===== src/rtl/alu_result_reader.sv =====
// Streams words out of the result RAM over valid/ready through a 4-entry buffer.
// Optional running-XOR checksum output enabled by defining ALU_READER_CHECKSUM_EN.
module alu_result_reader #(
  parameter int unsigned width_p      = 8,
  parameter int unsigned addr_width_p = width_p + 1
) (
  input  logic                    clk_i,
  input  logic                    reset_n_i,
  input  logic                    start_i,
  input  logic [addr_width_p-1:0] base_addr_i,
  input  logic [addr_width_p:0]   count_i,
  output logic                    busy_o,
  output logic                    done_o,
  output logic                    ram_ce_o,
  output logic [addr_width_p-1:0] ram_addr_o,
  output logic                    ram_we_o,
  output logic [width_p-1:0]      ram_wd_o,
  output logic [width_p-1:0]      ram_w_mask_o,
  input  logic [width_p-1:0]      ram_rd_i,
  output logic                    v_o,
  output logic [width_p-1:0]      data_o,
`ifdef ALU_READER_CHECKSUM_EN
  output logic [width_p-1:0]      checksum_o,
`endif
  input  logic                    ready_i
);

  localparam int unsigned Depth = 4;
  localparam logic [addr_width_p:0]   CntOne  = 1;
  localparam logic [addr_width_p-1:0] AddrOne = 1;

  typedef enum logic [1:0] {StIdle, StIssue, StDrain, StDone} state_e;

  state_e                  state_q, state_d;
  logic [addr_width_p-1:0] addr_q, addr_d;
  logic [addr_width_p:0]   issue_left_q, issue_left_d;
  logic [addr_width_p:0]   xfer_left_q, xfer_left_d;
  logic                    ce_q, ce_d;
  logic [addr_width_p-1:0] ram_addr_q, ram_addr_d;
  logic                    rd_pend_q;
  logic [width_p-1:0]      mem_q [Depth];
  logic [1:0]              wr_ptr_q, rd_ptr_q;
  logic [2:0]              occ_q;
  logic [2:0]              pending;
  logic                    push, pop, accept_start;

  assign push   = rd_pend_q;
  assign v_o    = (occ_q != 3'd0);
  assign pop    = v_o & ready_i;
  assign data_o = mem_q[rd_ptr_q];

  // Words already buffered plus reads that will still land; issuing must never overrun the FIFO.
  assign pending = occ_q + {2'b00, ce_q} + {2'b00, rd_pend_q};

  assign busy_o       = (state_q == StIssue) || (state_q == StDrain);
  assign done_o       = (state_q == StDone);
  assign ram_ce_o     = ce_q;
  assign ram_addr_o   = ram_addr_q;
  assign ram_we_o     = 1'b0;
  assign ram_wd_o     = '0;
  assign ram_w_mask_o = '0;
  assign accept_start = (state_q == StIdle) && start_i;

  always_comb begin
    state_d      = state_q;
    addr_d       = addr_q;
    issue_left_d = issue_left_q;
    xfer_left_d  = xfer_left_q;
    ce_d         = 1'b0;
    ram_addr_d   = ram_addr_q;
    if (pop) begin
      xfer_left_d = xfer_left_q - CntOne;
    end
    unique case (state_q)
      StIdle: begin
        if (start_i) begin
          if (count_i == '0) begin
            state_d = StDone;
          end else begin
            state_d      = StIssue;
            ce_d         = 1'b1;
            ram_addr_d   = base_addr_i;
            addr_d       = base_addr_i + AddrOne;
            issue_left_d = count_i - CntOne;
            xfer_left_d  = count_i;
          end
        end
      end
      StIssue: begin
        if (issue_left_q == '0) begin
          state_d = StDrain;
        end else if (pending < 3'd4) begin
          ce_d         = 1'b1;
          ram_addr_d   = addr_q;
          addr_d       = addr_q + AddrOne;
          issue_left_d = issue_left_q - CntOne;
        end
      end
      StDrain: begin
        if (pop && (xfer_left_q == CntOne)) begin
          state_d = StDone;
        end
      end
      StDone: begin
        state_d = StIdle;
      end
      default: begin
        state_d = StIdle;
      end
    endcase
  end

  always_ff @(posedge clk_i or negedge reset_n_i) begin
    if (!reset_n_i) begin
      state_q      <= StIdle;
      addr_q       <= '0;
      issue_left_q <= '0;
      xfer_left_q  <= '0;
      ce_q         <= 1'b0;
      ram_addr_q   <= '0;
      rd_pend_q    <= 1'b0;
    end else begin
      state_q      <= state_d;
      addr_q       <= addr_d;
      issue_left_q <= issue_left_d;
      xfer_left_q  <= xfer_left_d;
      ce_q         <= ce_d;
      ram_addr_q   <= ram_addr_d;
      rd_pend_q    <= ce_q;
    end
  end

  always_ff @(posedge clk_i or negedge reset_n_i) begin
    if (!reset_n_i) begin
      for (int i = 0; i < Depth; i++) begin
        mem_q[i] <= '0;
      end
      wr_ptr_q <= '0;
      rd_ptr_q <= '0;
      occ_q    <= '0;
    end else begin
      if (push) begin
        mem_q[wr_ptr_q] <= ram_rd_i;
        wr_ptr_q        <= wr_ptr_q + 2'd1;
      end
      if (pop) begin
        rd_ptr_q <= rd_ptr_q + 2'd1;
      end
      unique case ({push, pop})
        2'b10:   occ_q <= occ_q + 3'd1;
        2'b01:   occ_q <= occ_q - 3'd1;
        default: occ_q <= occ_q;
      endcase
    end
  end

`ifdef ALU_READER_CHECKSUM_EN
  logic [width_p-1:0] checksum_q;

  always_ff @(posedge clk_i or negedge reset_n_i) begin
    if (!reset_n_i) begin
      checksum_q <= '0;
    end else if (accept_start) begin
      checksum_q <= '0;
    end else if (pop) begin
      checksum_q <= checksum_q ^ data_o;
    end
  end

  assign checksum_o = checksum_q;
`else
  logic unused_start;
  assign unused_start = accept_start;
`endif

endmodule


===== config.mk =====
export PLATFORM = sky130hd
export DESIGN_NAME = alu_result_reader
export DESIGN_NICKNAME = d
export VERILOG_FILES = /design/src/rtl/alu_result_reader.sv
export SDC_FILE = /design/constraint.sdc
export NUM_CORES = 1
export LEC_CHECK = 0
export CORE_MARGIN = 2
export CORE_UTILIZATION = 53
export CTS_CLUSTER_SIZE = 16
export DETAILED_ROUTE_END_ITERATION = 12
export PLACE_DENSITY = 0.74
export RECOVER_POWER = 50
export SETUP_SLACK_MARGIN = 0.2
export SLEW_MARGIN = 15
export SYNTH_ARGS = -nofsm -noshare
export SYNTH_HDL_FRONTEND = slang
export SYNTH_SLANG_ARGS = --single-unit

===== constraint.sdc =====
create_clock -name clk_i -period 4.8 [get_ports clk_i]
set_clock_uncertainty 0.2 [all_clocks]
set_input_delay 0.72 -clock clk_i [delete_from_list [all_inputs] [get_ports clk_i]]
set_output_delay 0.72 -clock clk_i [all_outputs]
set_load 0.1 [all_outputs]

[After elaboration in Yosys (flattened, before gate mapping)]
Cells that the tools add are included.
Storage, ports and cells
  bits of input ports: 31
  register bits: 81
  output and inout bits: 38
  logic and storage cells: 91
Cells by class
  eq/ne operators: 12
  magnitude comparators: 4
  reductions and logical operators: 11
  $add $sub $neg: 11
  bitwise gates (word level): 3
  muxes and demuxes: 36
Operators by type and width (number)
  $mux W10: 8
  $mux W9: 8
  $pmux W9 S2: 2
  $bwmux W32: 1
  $sub A10 B1 Y10 const B: 3
  $mux W8: 3
  $logic_not A10 Y1: 2
  $pmux W10 S2: 1
  $add A9 B1 Y9 const B: 2
  $bmux W8 S2: 1
  $demux W8 S2: 1
  $eq A10 B1 Y1 const B: 1
  $mux W2: 4
  $pmux W2 S4: 1
  $add A3 B1 Y3: 2
  $eq A2 B2 Y1 const B: 3
  $ge A3 B3 Y1 const B: 2
  $ne A2 B1 Y1 const B: 3
  $ne A2 B2 Y1 const B: 3
  $not A2 Y3: 2
  $pmux W3 S2: 1
  $reduce_and A5 Y1: 1
  $add A2 B1 Y2 const B: 2
  $eq A2 B1 Y1 const B: 2
  other kinds (13): 18

[Longest topological paths before layout]
  depth after elaboration: 6
  mapped depth: 13
  mapped depth without buffers: 10

[Worst setup path before layout]
Ideal clock, no wire load.
  path kind: flip-flop to flip-flop
  from: reg state_q[1]
  to: reg issue_left_q[8]
  arrival time: 2917 ps
  cell stages (with the launch flop): 14
  path buffers: 5
  setup slack: 1541 ps
  period minus slack after synthesis: 3259 ps
  setup time: 142 ps
  data required time: 4458 ps
  path through: dfrtp_1 -> inv_1 -> ha_1 -> buf_4 -> buf_2 -> buf_2 -> buf_2 -> buf_2 -> mux2i_1 -> ha_1 -> o211ai_1 -> or2_2 -> o41ai_1 -> a221oi_2
Between the ends
  cells in the longest elaborated chain, start to end: 3
  elaborated cells between the ends (all ways): 9
  classes of those cells: eq/ne: 5; mux: 1; reduce/logical: 3
RTL lines
  start: declaration: line 34  | state_e state_q, state_d;
  start signal: assignment: line 115  | state_q <= StIdle;
  start signal: assignment: line 123  | state_q <= state_d;
  $eq A2 B1 Y1 / $logic_not A2 Y1 (equally long branches): line 74  | unique case (state_q)
  $ne A2 B1 Y1 (no source line) (tied with other cells)
  $reduce_and A5 Y1 (no source line)
  end signal: assignment: line 125  | issue_left_q <= issue_left_d;
  end: declaration: line 36  | logic [addr_width_p:0] issue_left_q, issue_left_d;
Several ways; a longest one is shown, not always the timed one.
A chain may end at the register's enable or synchronous reset.

[Worst setup path in the final report]
  from: reg rd_ptr_q[0]
  to: out data_o[3]
Between the ends
  cells in the longest elaborated chain, start to end: 4
RTL lines
  start: declaration: line 42  | logic [1:0] wr_ptr_q, rd_ptr_q;
  start signal: assignment: line 147  | rd_ptr_q <= rd_ptr_q + 2'd1;
  $not A2 Y3 (not written as such): line 50  | assign data_o = mem_q[rd_ptr_q];
  $bmux W8 S2: line 50
  $mux W8 (not written as such) (2 in a row): line 50
  end: declaration: line 21  | output logic [width_p-1:0] data_o,
No other way between the ends. The select of a mux whose other input is x is not followed.

==> results.env <==
CTS_POST_SETUP_BUFFERS_INSERTED=0
WORSTHOLDENDPOINT='push'
DR.PASS1.ITERS=5
CLK_TRANSITION_REPORTED_PATHS_NS=0.09
IO_PINS=69
WORSTMARGINPINSLEW_NS=2.03
REGTOREGSETUPSLACK_NS=1.50
POST_DRT_VIA_CELL_RATIO=5.96
CRIT_PATH_MAX_FANOUT=10
CORE-AREA_UM2=8760
GRT_PASS1_VIAS=3722
SEQUENTIAL_CELL_AREA_UM2=2030
YOSYSUNIQUECELLTYPES=62
POSTCTSHOLDBUFS=0
REG2REG_FROM='state_q[1]'
HOLD_VIOLATIONS=0
CLOCKBUFFERDEPTH=2
ANTENNA_VIOLATIONS_BEFORE_REPAIR=0
TIMING.RR.END='addr_q[6]'
FIN_CRIT_SH=0.749
GRT_FIRST_PASS_WIRELENGTH_UM=18000
INITIAL_UTILIZATION=0.551
HOLD_PATH_CLASS='register to register'
OUTCOME='finished, violations left'
FINALSETUPVIOLCOUNT=0
CRIT_REQUIRED_NS=3.88
FAILING_CHECKS='max-capacitance violations, max-slew violations'
ANTENNA_CELLS=0
AREA_DELTA_SYNTH_FINAL_PCT=14.4
SYNTHDOMINANTCELLAREASHARE=0.420
WORSTREGTOREGCELLS=10
DIE-AREA_UM2=9890
INSERTION_DELAY_NS=0.36
CTS_ROOT_BUFFER='sky130_fd_sc_hd__clkbuf_8'
HOLD_PATH_DEPTH=0
GRT_MAX_DEGREE=82
TIMING.HOLD.WORST.START='ram_ce_o'
FINAL_ANTENNA_NET_COUNT=0
POST-DP-HPWL_UM=7340
POST-ROUTE-DRC-COUNT=0
SETUP_TOTAL_NEGATIVE_SLACK_NS=0
TOTALWIRELENGTH_UM=10600
MAX-CAP-VIOLATIONS=1
POSTSYNTH.ASYNCRESETSHARE=1.00
GLOBAL_ROUTE.USAGE.TOTAL=0.228
FOOTPRINT_OF_THE_MULTI_INPUT_GATES_UM2=2530
CP-START-KIND='register'
GRT_OVERFLOW_TOTAL=0
DIE_WD_UM=99.5
SYNTH.YOSYS.WARNINGS=0
FIN_NETS=544
FINALMAXSLEWVIOLATIONS=82
SETUP.WORST_PATH.END_CLASS='output pin'
EDFF_COUNT_SYNTH=0
CRITICALPATHCATEGORY='register to output pin'
SYNTH.LARGEST_AREA_CELL='sky130_fd_sc_hd__dfrtp_1'
PLACEMENT_ROWS=34
RSZ0062_AT_GRT='no'
SLEW-LIMIT-HEADROOM=-0.354
NETLIST_INSTANCES=455
ROUTABILITYCONGESTION=0.853
CTS_MADE_BUFFERS=9
CTSRESIZECOUNT=0
LAYOUT_CELL_SHARE_WITH_DRIVE_STRENGTH_BEYOND_1=0.161
SYNTH.AREA.TOP_CELLS='sky130_fd_sc_hd__dfrtp_1 42%, sky130_fd_sc_hd__mux2_2 8.4%, sky130_fd_sc_hd__o21ai_0 4.1%'
WL_PER_INSTANCE_UM=17.4
FINAL.MIN_CLOCK_PERIOD_NS=3.60
SYNTH_SEQ_AREA_SHARE=0.420
DETAIL_ROUTE.ITER0.VIOLATIONS=262
YS_DOMINANT_REG_CELL='sky130_fd_sc_hd__dfrtp_1'
CTS_HTREE_LEVELS=3
MAX_FREQ_MHz=278
CTS_SINKS=81
DIE_H_UM=99.5
CTS_TREE='built'
AVGSYNTHCELLAREA_UM2=10.6
PORT-BUFFER-COUNT=51
NETLIST_AREA_UM2=4830
POSTSYNTHREGISTERBITS=81
FILLER_CELL_COUNT=711
NUMBER_OF_VIAS_IN_THE_ROUTED_LAYOUT=3639
ARRIVAL_NS=2.68
==> flip-flops by register name (all words and copies together), names as in the netlist <==
signal and cells:
mem_q 32, issue_left_q 10, xfer_left_q 10, addr_q 9, ram_addr_o 9, occ_q 3
rd_ptr_q 2, state_q 2, wr_ptr_q 2, push 1, ram_ce_o 1
==> worst max-delay path, stage by stage (launching register included) <==
cell	delay (ns)
sky130_fd_sc_hd__dfrtp_1	0.74
sky130_fd_sc_hd__mux4_2	0.60
sky130_fd_sc_hd__clkdlybuf4s50_1	0.99
==> worst max-delay path by stage <==
| stage | from | end | slack, ns | depth (start not counted) |
|---|---|---|---|---|
| finish | rd_ptr_q[0] | data_o[3] | 1.20 | 2 |
| global route | rd_ptr_q[0] | data_o[3] | 1.10 | 2 |
| CTS | rd_ptr_q[0] | data_o[0] | 1.15 | 2 |
| detailed placement | count_i[5] | issue_left_q[4] | 1.00 | 6 |
| global placement | count_i[5] | addr_q[4] | 1.11 | 6 |
| floorplan | state_q[1] | issue_left_q[8] | 1.54 | 13 |
==> cells by family (layout without fill, tap and decap cells) <==
group | count (synthesis) | count (layout) | synth area share
and+or+nand+nor | 112 | 112 | 0.122
AOI/OAI and AO/OA | 100 | 100 | 0.155
DFF | 81 | 81 | 0.420
buffers and inverters | 65 | 97 | 0.0702
muxes | 57 | 57 | 0.148
xor gates and xnor gates | 24 | 24 | 0.0435
adders and majority gates | 15 | 15 | 0.0404
other | 1 | 17 | 0.000776
==> through the flow <==
| stage | hold WS (ns) | util | setup WS [ns] | instance area, µm² | instances |
|---|---|---|---|---|---|
| after global placement | 0.252 | 0.607 | 1.11 | 5320 | 595 |
| after floorplan | 0.224 | - | 1.54 | 4890 | 471 |
| after global routing | 0.306 | 0.631 | 1.10 | 5530 | 611 |
| after detailed placement | 0.278 | 0.607 | 1.00 | 5320 | 595 |
| after CTS | 0.291 | 0.631 | 1.15 | 5530 | 611 |
| final | 0.294 | 0.631 | 1.20 | 5530 | 611 |
==> placed cells by master, fill, tap and decap left out, types with 8 or more instances in the layout <==
cell type,netlist,final
sky130_fd_sc_hd__a221oi_2,9,9
sky130_fd_sc_hd__clkbuf_8,0,9
sky130_fd_sc_hd__clkdlybuf4s50_1,0,50
sky130_fd_sc_hd__conb_1,1,17
sky130_fd_sc_hd__dfrtp_1,81,81
sky130_fd_sc_hd__ha_1,14,13
sky130_fd_sc_hd__inv_1,27,27
sky130_fd_sc_hd__mux2_2,36,36
sky130_fd_sc_hd__mux2i_1,13,13
sky130_fd_sc_hd__mux4_2,8,8
sky130_fd_sc_hd__nand2_1,27,27
sky130_fd_sc_hd__nand3_1,13,13
sky130_fd_sc_hd__nor2_1,16,16
sky130_fd_sc_hd__nor3_1,19,19
sky130_fd_sc_hd__o21ai_0,40,40
sky130_fd_sc_hd__o31ai_1,11,11
sky130_fd_sc_hd__xnor2_1,15,15
sky130_fd_sc_hd__xor2_1,9,9
==> final cells by class <==
class | instances | share of cell area
clock buffers | 9 | 0.0224
well taps | 108 | 0.0245
repair buffers | 54 | 0.0955
clock inverters | 7 | 0.0152
inverters | 27 | 0.0183
flip-flops and latches | 81 | 0.367
multi-input cells | 325 | 0.457
==> routing by layer <==
metal  wire (µm)  share of wire  GRT usage
met5           0              0          0
met1        4680           0.44      0.310
met4         170          0.016     0.0748
met3         534          0.050     0.0379
met2        5250           0.49      0.376
==> synth_stat cells (11+ instances only) <==
library cell / instances
sky130_fd_sc_hd__nand2_1: 27
sky130_fd_sc_hd__xnor2_1: 15
sky130_fd_sc_hd__dfrtp_1: 81
sky130_fd_sc_hd__nand3_1: 13
sky130_fd_sc_hd__o31ai_1: 11
sky130_fd_sc_hd__ha_1: 14
sky130_fd_sc_hd__buf_4: 18
sky130_fd_sc_hd__mux2_2: 36
sky130_fd_sc_hd__nor2_1: 16
sky130_fd_sc_hd__o21ai_0: 40
sky130_fd_sc_hd__mux2i_1: 13
sky130_fd_sc_hd__nor3_1: 19
sky130_fd_sc_hd__inv_1: 27
Power is not shown: default switching activity piles up to over one toggle a cycle in this logic, so the estimate is an artifact.
